===== src/rtl/mem_stage_lsu_if.sv =====
// -----------------------------------------------------------------------------
// mem_stage_lsu_if
//   Data-memory bus between the MEM-stage LSU (initiator) and data memory.
//   Request phase : dmem_req / dmem_gnt handshake carrying we, addr, be, wdata.
//   Response phase: dmem_rvalid with dmem_rdata (stores also get an rvalid).
//
//   Signals
//     dmem_req    initiator -> memory  request valid
//     dmem_we     initiator -> memory  1 = write
//     dmem_addr   initiator -> memory  word-aligned byte address
//     dmem_be     initiator -> memory  byte enables
//     dmem_wdata  initiator -> memory  lane-replicated write data
//     dmem_gnt    memory -> initiator  request accepted
//     dmem_rvalid memory -> initiator  response valid
//     dmem_rdata  memory -> initiator  read data
//
//   Modports: master = LSU side, slave = memory side.
// -----------------------------------------------------------------------------
interface mem_stage_lsu_if #(
  parameter int XLEN = 32
);
  logic            dmem_req;
  logic            dmem_we;
  logic [XLEN-1:0] dmem_addr;
  logic [3:0]      dmem_be;
  logic [XLEN-1:0] dmem_wdata;
  logic            dmem_gnt;
  logic            dmem_rvalid;
  logic [XLEN-1:0] dmem_rdata;

  modport master (
    output dmem_req, dmem_we, dmem_addr, dmem_be, dmem_wdata,
    input  dmem_gnt, dmem_rvalid, dmem_rdata
  );

  modport slave (
    input  dmem_req, dmem_we, dmem_addr, dmem_be, dmem_wdata,
    output dmem_gnt, dmem_rvalid, dmem_rdata
  );
endinterface


===== src/rtl/mem_stage_lsu.sv =====
// -----------------------------------------------------------------------------
// mem_stage_lsu
//   MEM-stage load/store unit. Takes the EX/MEM register outputs, issues one
//   data-memory access at a time over mem_stage_lsu_if and freezes the
//   pipeline (stall_M) until the access has completed.
//
//   Sequence per access: IDLE (capture) -> REQ (req until gnt) ->
//   WAIT (until rvalid) -> DONE (stall released, pipeline advances) -> IDLE.
//   Non-memory instructions pass through IDLE with no stall.
//
//   Ports
//     clk, reset      clock, synchronous active-high reset
//     ALUResult_M     effective byte address
//     writeData_M     store source (rs2)
//     instruction_M   MEM-stage instruction, funct3 in [14:12]
//     memWrite_M      store (wins over resultSrc_M)
//     resultSrc_M     2'b01 = load
//     readData_M      formatted load result, registered, updated only by loads
//     stall_M         pipeline freeze request
//     misalign_M      one-cycle misaligned-access pulse (trap build only)
//     dmem            data-memory bus, master side
//
//   Build option
//     LSU_MISALIGN_TRAP_EN  when defined, misaligned half/word accesses are
//                           not issued; they finish in DONE with misalign_M=1
//                           and a zero load result. When undefined, misalign_M
//                           is constant 0 and low address bits are truncated
//                           by the lane formatting.
// -----------------------------------------------------------------------------
module mem_stage_lsu #(
  parameter int XLEN = 32
) (
  input  logic            clk,
  input  logic            reset,
  input  logic [XLEN-1:0] ALUResult_M,
  input  logic [XLEN-1:0] writeData_M,
  input  logic [XLEN-1:0] instruction_M,
  input  logic            memWrite_M,
  input  logic [1:0]      resultSrc_M,
  output logic [XLEN-1:0] readData_M,
  output logic            stall_M,
  output logic            misalign_M,
  mem_stage_lsu_if.master dmem
);

  localparam logic [1:0] S_IDLE = 2'd0;
  localparam logic [1:0] S_REQ  = 2'd1;
  localparam logic [1:0] S_WAIT = 2'd2;
  localparam logic [1:0] S_DONE = 2'd3;

  logic [1:0]  state_q,    state_d;
  logic        we_q,       we_d;
  logic [31:0] addr_q,     addr_d;
  logic [3:0]  be_q,       be_d;
  logic [31:0] wdata_q,    wdata_d;
  logic [2:0]  funct3_q,   funct3_d;
  logic [1:0]  lsb_q,      lsb_d;
  logic [31:0] rdata_q,    rdata_d;
  logic        misalign_q, misalign_d;

  logic        access;
  logic        is_store;
  logic [2:0]  funct3;
  logic [1:0]  lane;
  logic        misaligned;
  logic        trap;
  logic [3:0]  store_be;
  logic [31:0] store_wdata;
  logic [7:0]  ld_byte;
  logic [15:0] ld_half;
  logic [31:0] load_fmt;

  // Only funct3 is decoded from the instruction word.
  logic        unused_instr;
  assign unused_instr = ^{instruction_M[31:15], instruction_M[11:0]};

  assign is_store = memWrite_M;
  assign access   = memWrite_M | (resultSrc_M == 2'b01);
  assign funct3   = instruction_M[14:12];
  assign lane     = ALUResult_M[1:0];

`ifdef LSU_MISALIGN_TRAP_EN
  // funct3[1:0]: 00 byte, 01 half, 1x word (011/110/111 behave as word).
  assign misaligned = (funct3[1:0] == 2'b01) ? lane[0]
                    : (funct3[1]           ? (lane != 2'b00) : 1'b0);
`else
  assign misaligned = 1'b0;
`endif
  assign trap = access & misaligned;

  // Store lane formatting: data is replicated so any enabled lane sees it.
  always_comb begin
    // NOTE: every always_comb output gets a default first so no path leaves
    // it unassigned, which would otherwise infer a latch.
    store_be    = 4'b1111;
    store_wdata = writeData_M;
    case (funct3[1:0])
      2'b00: begin
        store_be    = 4'b0001 << lane;
        store_wdata = {4{writeData_M[7:0]}};
      end
      2'b01: begin
        store_be    = lane[1] ? 4'b1100 : 4'b0011;
        store_wdata = {2{writeData_M[15:0]}};
      end
      default: ;
    endcase
  end

  // Load alignment uses the address bits captured at issue time.
  always_comb begin
    ld_byte = dmem.dmem_rdata[7:0];
    case (lsb_q)
      2'd1:    ld_byte = dmem.dmem_rdata[15:8];
      2'd2:    ld_byte = dmem.dmem_rdata[23:16];
      2'd3:    ld_byte = dmem.dmem_rdata[31:24];
      default: ;
    endcase
    ld_half = lsb_q[1] ? dmem.dmem_rdata[31:16] : dmem.dmem_rdata[15:0];
    case (funct3_q)
      3'b000:  load_fmt = {{24{ld_byte[7]}}, ld_byte};
      3'b100:  load_fmt = {24'h0, ld_byte};
      3'b001:  load_fmt = {{16{ld_half[15]}}, ld_half};
      3'b101:  load_fmt = {16'h0, ld_half};
      default: load_fmt = dmem.dmem_rdata;
    endcase
  end

  always_comb begin
    state_d    = state_q;
    we_d       = we_q;
    addr_d     = addr_q;
    be_d       = be_q;
    wdata_d    = wdata_q;
    funct3_d   = funct3_q;
    lsb_d      = lsb_q;
    rdata_d    = rdata_q;
    misalign_d = 1'b0;
    stall_M    = 1'b0;

    case (state_q)
      S_IDLE: begin
        stall_M = access;
        if (trap) begin
          // Misaligned access never reaches the bus.
          state_d    = S_DONE;
          misalign_d = 1'b1;
          if (!is_store) rdata_d = '0;
        end else if (access) begin
          state_d  = S_REQ;
          we_d     = is_store;
          addr_d   = {ALUResult_M[31:2], 2'b00};
          be_d     = is_store ? store_be : 4'b1111;
          wdata_d  = store_wdata;
          funct3_d = funct3;
          lsb_d    = lane;
        end
      end
      S_REQ: begin
        stall_M = 1'b1;
        if (dmem.dmem_gnt) state_d = S_WAIT;
      end
      S_WAIT: begin
        stall_M = 1'b1;
        if (dmem.dmem_rvalid) begin
          state_d = S_DONE;
          // Store responses carry no data worth keeping.
          if (!we_q) rdata_d = load_fmt;
        end
      end
      default: begin
        // DONE: stall drops so the pipeline advances on this edge.
        state_d = S_IDLE;
      end
    endcase
  end

  always_ff @(posedge clk) begin
    // NOTE: sequential state uses non-blocking assignments so every flop
    // samples pre-edge values regardless of statement order.
    if (reset) begin
      // NOTE: the bus output registers are reset too, so the memory never
      // sees stale address/enable/data values after a mid-access reset.
      state_q    <= S_IDLE;
      we_q       <= 1'b0;
      addr_q     <= '0;
      be_q       <= '0;
      wdata_q    <= '0;
      funct3_q   <= '0;
      lsb_q      <= '0;
      rdata_q    <= '0;
      misalign_q <= 1'b0;
    end else begin
      state_q    <= state_d;
      we_q       <= we_d;
      addr_q     <= addr_d;
      be_q       <= be_d;
      wdata_q    <= wdata_d;
      funct3_q   <= funct3_d;
      lsb_q      <= lsb_d;
      rdata_q    <= rdata_d;
      misalign_q <= misalign_d;
    end
  end

  assign dmem.dmem_req   = (state_q == S_REQ);
  assign dmem.dmem_we    = we_q;
  assign dmem.dmem_addr  = addr_q;
  assign dmem.dmem_be    = be_q;
  assign dmem.dmem_wdata = wdata_q;
  assign readData_M      = rdata_q;
  assign misalign_M      = misalign_q;

endmodule

===== src/flat_wrapper.sv =====
// flat-port wrapper written by rule: the top's interface ports become plain ports
module mem_stage_lsu_flat 
#(
  parameter int XLEN = 32
)
  (clk, reset, ALUResult_M, writeData_M, instruction_M, memWrite_M, resultSrc_M, readData_M, stall_M, misalign_M, dmem_dmem_req, dmem_dmem_we, dmem_dmem_addr, dmem_dmem_be, dmem_dmem_wdata, dmem_dmem_gnt, dmem_dmem_rvalid, dmem_dmem_rdata);
  mem_stage_lsu_if #(.XLEN(XLEN)) dmem_i ();
  input  logic clk;
  input  logic reset;
  input  logic [XLEN-1:0] ALUResult_M;
  input  logic [XLEN-1:0] writeData_M;
  input  logic [XLEN-1:0] instruction_M;
  input  logic memWrite_M;
  input  logic [1:0] resultSrc_M;
  output logic [XLEN-1:0] readData_M;
  output logic stall_M;
  output logic misalign_M;
  output wire logic [$bits(dmem_i.dmem_req)-1:0] dmem_dmem_req;
  output wire logic [$bits(dmem_i.dmem_we)-1:0] dmem_dmem_we;
  output wire logic [$bits(dmem_i.dmem_addr)-1:0] dmem_dmem_addr;
  output wire logic [$bits(dmem_i.dmem_be)-1:0] dmem_dmem_be;
  output wire logic [$bits(dmem_i.dmem_wdata)-1:0] dmem_dmem_wdata;
  input wire logic [$bits(dmem_i.dmem_gnt)-1:0] dmem_dmem_gnt;
  input wire logic [$bits(dmem_i.dmem_rvalid)-1:0] dmem_dmem_rvalid;
  input wire logic [$bits(dmem_i.dmem_rdata)-1:0] dmem_dmem_rdata;
  assign dmem_dmem_req = dmem_i.dmem_req;
  assign dmem_dmem_we = dmem_i.dmem_we;
  assign dmem_dmem_addr = dmem_i.dmem_addr;
  assign dmem_dmem_be = dmem_i.dmem_be;
  assign dmem_dmem_wdata = dmem_i.dmem_wdata;
  assign dmem_i.dmem_gnt = dmem_dmem_gnt;
  assign dmem_i.dmem_rvalid = dmem_dmem_rvalid;
  assign dmem_i.dmem_rdata = dmem_dmem_rdata;
  mem_stage_lsu #(.XLEN(XLEN)) u_core (.clk(clk), .reset(reset), .ALUResult_M(ALUResult_M), .writeData_M(writeData_M), .instruction_M(instruction_M), .memWrite_M(memWrite_M), .resultSrc_M(resultSrc_M), .readData_M(readData_M), .stall_M(stall_M), .misalign_M(misalign_M), .dmem(dmem_i));
endmodule

===== config.mk =====
export PLATFORM = sky130hd
export DESIGN_NAME = mem_stage_lsu_flat
export DESIGN_NICKNAME = d
export VERILOG_FILES = /design/src/rtl/mem_stage_lsu_if.sv /design/src/rtl/mem_stage_lsu.sv /design/src/flat_wrapper.sv
export SDC_FILE = /design/constraint.sdc
export NUM_CORES = 1
export LEC_CHECK = 0
export CORE_MARGIN = 2
export CORE_UTILIZATION = 45
export CTS_BUF_LIST = sky130_fd_sc_hd__clkbuf_2 sky130_fd_sc_hd__clkbuf_4 sky130_fd_sc_hd__clkbuf_8
export CTS_CLUSTER_SIZE = 28
export DETAILED_ROUTE_END_ITERATION = 8
export PLACE_DENSITY = 0.88
export SLEW_MARGIN = 20
export SYNTH_ARGS = -nofsm -noshare
export SYNTH_HDL_FRONTEND = slang
export SYNTH_SLANG_ARGS = --single-unit

===== constraint.sdc =====
create_clock -name clk -period 4.25 [get_ports clk]
set_input_delay 0.6375 -clock clk [delete_from_list [all_inputs] [get_ports clk]]
set_output_delay 0.6375 -clock clk [all_outputs]
set_load 0.01 [all_outputs]

==> qor.csv, run 1 <==
metric;value;unit
status;finished clean;
Worst Setup Path Type;input port to output pin;
Post-DRT Antenna Nets;0;
Max VDD drop;0.278;mV
diode count;0;
CTS clk-pin slew, worst paths;0.10;ns
Switching Share;0.377;
Critical Path Source Type;input port;
clock share of power;0.168;
CTS tree;yes;
drt total wl;14800;um
chip height;107;um
port bufs;206;
# nets final;903;
worst setup path end;stall_M;
Worst setup EP type;output pin;
r2r setup slk;2.07;ns
antenna violations before repair;0;
cell internal pwr;2220;uW
DRT iter0 DRCs;182;
CTS max path bufs;2;
Top-Level Pins;239;
max-cap violation count;0;
Area Growth Syn to Fin;47.5;%
sequential share of the synthesized area;0.447;
hold-fix buffers at CTS;0;
Leakage;0.00253;uW
Fin Setup TNS;0;ns
DRC Markers;0;
chip width;107;um
Yosys warning total;0;
ys async rst share;0;
Pwr Total;3560;uW
die area;11400;um^2
WL per Instance;16.3;um
mean number of vias per cell;5.38;
Vias;4867;
Synth Register Bits;106;
Cell Pwr Density;509;nW/um^2
CP Launch Point;resultSrc_M[0];
Cells after Synth;588;
arrival time worst endpoint;2.22;ns
# resized after CTS;0;
CTS Root Cell;clkbuf_8;
Hold Crit Class;flop to flop;
max-slew violations;0;
post-CTS setup buffers;0;
Yosys cell types;38;
Sequential Area;2120;um^2
Post-synth EDFFs;0;
Final GP Congestion;0.880;
Worst EP required;3.61;ns
Worst Tran Pin Value;0.931;ns
clock sinks;106;
sequential power share;0.390;
TritonRoute pass-1 iters;4;
Critical Path Fanout Max;3;
RR Startpoint;u_core.lsb_q[1]$_SDFFE_PP0P_;
reg2reg end;u_core.readData_M[17]$_SDFFE_PP0P_;
Sw Pwr;1340;uW
Core Box Area;10300;um^2
# rows;37;
gr usage total;0.255;
RSZ-0062 raised after global routing;false;
multi-input logic area;2360;um^2
final design utilization;0.680;
vias in the first global route;4876;
global-route wire length before repair;23400;um
Syn Area/Cell;8.06;um^2
Post-synth top flop;dfxtp_1;
Rel. slew slack;0.379;
Cell Area, Synth;4740;um^2
final hold viol count;0;
Max Clock Skew;0.00865;ns
fin crit share;0.673;
Final Critical Period;2.86;ns
H-tree depth;3;
worst-skew pair later-pin latency;0.36;ns
Layout fillers;835;
Logic pwr share;0.441;
Num CTS Buffers;9;
Worst R2R Path Depth;5;
total grt overflow;0;
Max Freq;0.350;GHz
largest net degree at the start of global routing;88;
dpl hpwl;10900;um
setup violators final;0;
Starting Density;0.461;
layout cell share with drive strength beyond 1;0.0572;
-- power groups by stage --
stage / Combinational, uW / Clock [uW] / Sequential (uW)
global route: 1710 / 650 / 1420
floorplan: 774 / 0 / 1470
CTS: 1580 / 612 / 1390
finish: 1570 / 599 / 1390
detailed placement: 1570 / 0 / 1410
global placement: 1520 / 0 / 1390
-- cell usage in the layout, fill, tap and decap left out, types with 7 or more instances in the layout --
master and instances:
o22ai_1 7, o211ai_1 12, inv_1 12, dfxtp_1 106, mux2i_1 21, a21oi_1 68, a211oi_2 11, buf_4 8
nor2_1 56, a211oi_1 26, clkbuf_8 9, o21ai_0 18, nand2_1 148, a311oi_1 8, clkdlybuf4s50_1 205
-- per-layer routing --
layer,up-vias,GRT usage,share of wire
met5,-,0,0
li1,2365,-,-
met4,0,0.100,0.026
met3,35,0.0912,0.099
met1,2257,0.277,0.38
met2,210,0.453,0.50
-- worst min-delay path by stage --
stage | start | to | slack (ns) | cells after the start
3_5_place_dp | u_core.dmem.dmem_wdata[0]$_SDFFE_PP0P_ | u_core.dmem.dmem_wdata[0]$_SDFFE_PP0P_ | 0.45 | 2
3_3_place_gp | u_core.dmem.dmem_addr[23]$_SDFFE_PP0P_ | u_core.dmem.dmem_addr[23]$_SDFFE_PP0P_ | 0.44 | 2
6_report | u_core.dmem.dmem_wdata[0]$_SDFFE_PP0P_ | u_core.dmem.dmem_wdata[0]$_SDFFE_PP0P_ | 0.46 | 2
2_1_floorplan | u_core.readData_M[10]$_SDFFE_PP0P_ | u_core.readData_M[10]$_SDFFE_PP0P_ | 0.48 | 2
5_1_grt | u_core.dmem.dmem_wdata[0]$_SDFFE_PP0P_ | u_core.dmem.dmem_wdata[0]$_SDFFE_PP0P_ | 0.47 | 2
4_1_cts | u_core.dmem.dmem_wdata[0]$_SDFFE_PP0P_ | u_core.dmem.dmem_wdata[0]$_SDFFE_PP0P_ | 0.46 | 2
-- state kept, by name, summed over array words and instances (netlist names) --
| signal | cells |
|---|---|
| u_core.dmem.dmem_addr | 30 |
| u_core.dmem.dmem_be | 4 |
| u_core.dmem.dmem_wdata | 32 |
| u_core.dmem.dmem_we | 1 |
| u_core.funct3_q | 3 |
| u_core.lsb_q | 2 |
| u_core.readData_M | 32 |
| u_core.state_q | 2 |
-- Yosys cell counts, drive strengths merged (2+ instances only) --
cell type    n  area (um^2)
a211oi      37          333
a21oi       69          349
a221o        6         60.1
a311oi       8         70.1
buf         20          121
clkbuf      30          113
dfxtp      106         2120
ha           4         50.1
inv         12         45.0
mux2i       23          255
nand2      148          556
nand2b       7         46.3
nand3b       3         22.5
nor2        56          210
nor2b        4         25.0
nor3         4         20.0
o211ai      12         90.1
o21a         2         15.0
o21ai       19         95.1
o22ai        7         43.8
-- cell families after synthesis --
| group | Yosys count | synth area share |
|---|---|---|
| muxes | 24 | 0.0562 |
| buffers and inverters | 62 | 0.0588 |
| DFF | 106 | 0.447 |
| other | 1 | 0.000791 |
| AOI/OAI and AO/OA | 166 | 0.235 |
| adders and majority gates | 4 | 0.0106 |
| and+or+nand+nor | 225 | 0.191 |
-- area by class of cell --
type	instances	area share
Clock buffer	9	0.0177
Clock inverter	7	0.00841
Inverter	12	0.00644
Multi-Input combinational cell	422	0.338
Sequential cell	106	0.303
Tap cell	136	0.0243
Timing Repair Buffer	213	0.302
-- metrics by stage --
step | hold slack [ns] | area [um^2] | worst slack [ns] | cells
3_3_place_gp | 0.441 | 6810 | 1.42 | 889
4_1_cts | 0.459 | 6990 | 1.38 | 905
2_1_floorplan | 0.476 | 4750 | 2.01 | 590
5_1_grt | 0.474 | 6990 | 1.31 | 905
6_report | 0.458 | 6990 | 1.39 | 905
3_5_place_dp | 0.447 | 6810 | 1.38 | 889
-- worst max-delay path: stages --
cell and delay [ns]:
clkdlybuf4s50_1 0.45, nor2b_1 0.29, o21a_2 0.19, nor2_1 0.04, nor2_1 0.08, clkdlybuf4s50_1 0.54
Note: power is estimated with default switching activity, not from simulation.
==> run 2, diff against run 1 <==
--- a/config.mk
+++ b/config.mk
@@ -6,11 +6,11 @@
 export NUM_CORES = 1
 export LEC_CHECK = 0
 export CORE_MARGIN = 2
-export CORE_UTILIZATION = 45
+export CORE_UTILIZATION = 37
 export CTS_BUF_LIST = sky130_fd_sc_hd__clkbuf_2 sky130_fd_sc_hd__clkbuf_4 sky130_fd_sc_hd__clkbuf_8
 export CTS_CLUSTER_SIZE = 28
 export DETAILED_ROUTE_END_ITERATION = 8
-export PLACE_DENSITY = 0.88
+export PLACE_DENSITY = 0.77
 export SLEW_MARGIN = 20
 export SYNTH_ARGS = -nofsm -noshare
 export SYNTH_HDL_FRONTEND = slang
==> constraint.sdc (replaced) <==
create_clock -name clk -period 2.5 [get_ports clk]
set_input_delay 0.375 -clock clk [delete_from_list [all_inputs] [get_ports clk]]
set_output_delay 0.375 -clock clk [all_outputs]
set_load 0.01 [all_outputs]
==> run 2 against run 1 <==
Sequential cell count unchanged; setup slack worse by 1.3 ns; clock power up 80%; via count up 0.49%; worst hold slack worse by 0.075 ns.
==> qor.csv, run 2 (same netlist as run 1, synthesis figures left out) <==
metric;value;unit;change
status;finished clean;;unchanged
Min-Delay Startpoint;reset;;was u_core.dmem.dmem_wdata[0]$_SDFFE_PP0P_
total grt overflow;0;;unchanged
RR Startpoint;u_core.state_q[0]$_SDFFE_PP0P_;;was u_core.lsb_q[1]$_SDFFE_PP0P_
H-tree depth;3;;unchanged
antenna violations before repair;0;;unchanged
global-route wire length before repair;23800;um;was 23400 um
drt total wl;15400;um;was 14800 um
Logic pwr share;0.449;;was 0.441
setup violators final;0;;unchanged
max-cap violation count;0;;unchanged
diode count;0;;unchanged
CP Launch Point;u_core.state_q[0]$_SDFFE_PP0P_;;was resultSrc_M[0]
clock sinks;106;;unchanged
chip width;117;um;was 107 um
layout cell share with drive strength beyond 1;0.0657;;was 0.0572
sequential power share;0.377;;was 0.390
Max Freq;0.422;GHz;
# nets final;912;;was 903
Final GP Congestion;0.883;;was 0.880
Worst Setup Path Type;flop to output pin;;was input port to output pin
commonest non-fill, non-tap cell in the layout;clkdlybuf4s50_1;;unchanged
gr usage total;0.224;;was 0.255
WL met3;1730;um;was 1460 um
Sw Pwr;2250;uW;was 1340 uW
dpl hpwl;11300;um;was 10900 um
Critical Path Source Type;flop;;was input port
Vias;4891;;was 4867
clock share of power;0.175;;was 0.168
DRT iter0 DRCs;258;;was 182
max-slew violations;0;;unchanged
# resized after CTS;0;;unchanged
hold_ws;0.383;ns;was 0.458 ns
die area;13700;um^2;was 11400 um^2
Final Critical Period;2.37;ns;
Hold Crit Class;input port to flop;;was flop to flop
most frequent cells in the layout;clkdlybuf4s50_1 (205), nand2_1 (148), dfxtp_1 (106);;unchanged
mean number of vias per cell;5.16;;was 5.38
vias in the first global route;4811;;was 4876
fin crit share;0.949;;
Worst EP required;2.12;ns;was 3.61 ns
Critical Path Fanout Max;5;;was 3
Starting Density;0.377;;was 0.461
DRC Markers;0;;unchanged
RSZ-0062 raised after global routing;false;;unchanged
WL per Instance;16.2;um;was 16.3 um
Max Clock Skew;0.0129;ns;was 0.00865 ns
Cell Pwr Density;864;nW/um^2;was 509 nW/um^2
final hold viol count;0;;unchanged
Fin Setup TNS;0;ns;unchanged
post-CTS setup buffers;0;;unchanged
port bufs;206;;unchanged
multi-input logic area;2360;um^2;unchanged
r2r setup slk;0.53;ns;was 2.07 ns
Sequential Area;2120;um^2;unchanged
TritonRoute pass-1 iters;4;;unchanged
CTS Root Cell;clkbuf_8;;unchanged
cell internal pwr;3920;uW;was 2220 uW
Layout fillers;1126;;was 835
largest net degree at the start of global routing;88;;unchanged
Leakage;0.00258;uW;was 0.00253 uW
chip height;117;um;was 107 um
DRT met1 WL;6080;um;was 5590 um
Max VDD drop;0.485;mV;was 0.278 mV
Area Growth Syn to Fin;50.5;%;was 47.5%
Top-Level Pins;239;;unchanged
Worst Tran Pin Value;0.588;ns;was 0.931 ns
uppermost routed layer;met4;;unchanged
DR WL met2;7270;um;was 7320 um
# rows;41;;was 37
CTS tree;yes;;unchanged
CTS clk-pin slew, worst paths;0.09;ns;was 0.10 ns
Num CTS Buffers;9;;unchanged
CTS max path bufs;2;;unchanged
Worst setup EP type;output pin;;unchanged
Core Box Area;12600;um^2;was 10300 um^2
worst-skew pair later-pin latency;0.39;ns;was 0.36 ns
hold-fix buffers at CTS;0;;unchanged
arrival time worst endpoint;2.00;ns;was 2.22 ns
Rel. slew slack;0.607;;was 0.379
Switching Share;0.365;;was 0.377
Post-DRT Antenna Nets;0;;unchanged
[run 2: final timing paths]
kind	end	cells past startpoint
worst max-delay path	stall_M	6
worst min-delay path	u_core.state_q[1]$_SDFFE_PP0P_	2
worst max register to register	u_core.readData_M[10]$_SDFFE_PP0P_	6
worst min register to register	u_core.dmem.dmem_addr[11]$_SDFFE_PP0P_	2
[run 2: final cells by class]
type,count,share of cell area
inverter,12,0.00631
clock buffer,10,0.0193
tap,172,0.0302
multi-input combinational,422,0.331
sequential,106,0.297
clock inverter,4,0.00719
timing repair buffer,222,0.309
[run 2: stage by stage]
stage | utilization | instances | setup WS, ns | cell area, um^2 | power (uW)
5_1_grt | 0.568 | 948 | 0.0522 | 7140 | 6570
4_1_cts | 0.568 | 948 | 0.113 | 7140 | 6210
2_1_floorplan | - | 590 | 0.742 | 4750 | 3810
3_5_place_dp | 0.553 | 934 | 0.283 | 6950 | 5130
6_report | 0.568 | 948 | 0.128 | 7140 | 6170
3_3_place_gp | 0.553 | 934 | 0.308 | 6950 | 5060
[run 2: power groups by stage]
| stage | clock network [uW] | registers (uW) | logic, uW |
|---|---|---|---|
| 6_report | 1080 | 2320 | 2770 |
| 5_1_grt | 1160 | 2370 | 3040 |
| 4_1_cts | 1100 | 2330 | 2790 |
| 3_5_place_dp | 0 | 2360 | 2770 |
| 3_3_place_gp | 0 | 2340 | 2720 |
| 2_1_floorplan | 0 | 2490 | 1320 |
[run 2: worst max-delay path, cell delays in order (launching register included)]
cell and delay, ns:
dfxtp_1 0.35, inv_1 0.09, ha_1 0.29, o21a_2 0.22
nor2_1 0.05, nor2_1 0.07, clkdlybuf4s50_1 0.53
[run 2: metal layers]
layer  GRT usage  up-vias
met2       0.372      202
li1            -     2370
met3      0.0896       21
met4      0.0863        0
met1       0.259     2298
met5           0        -
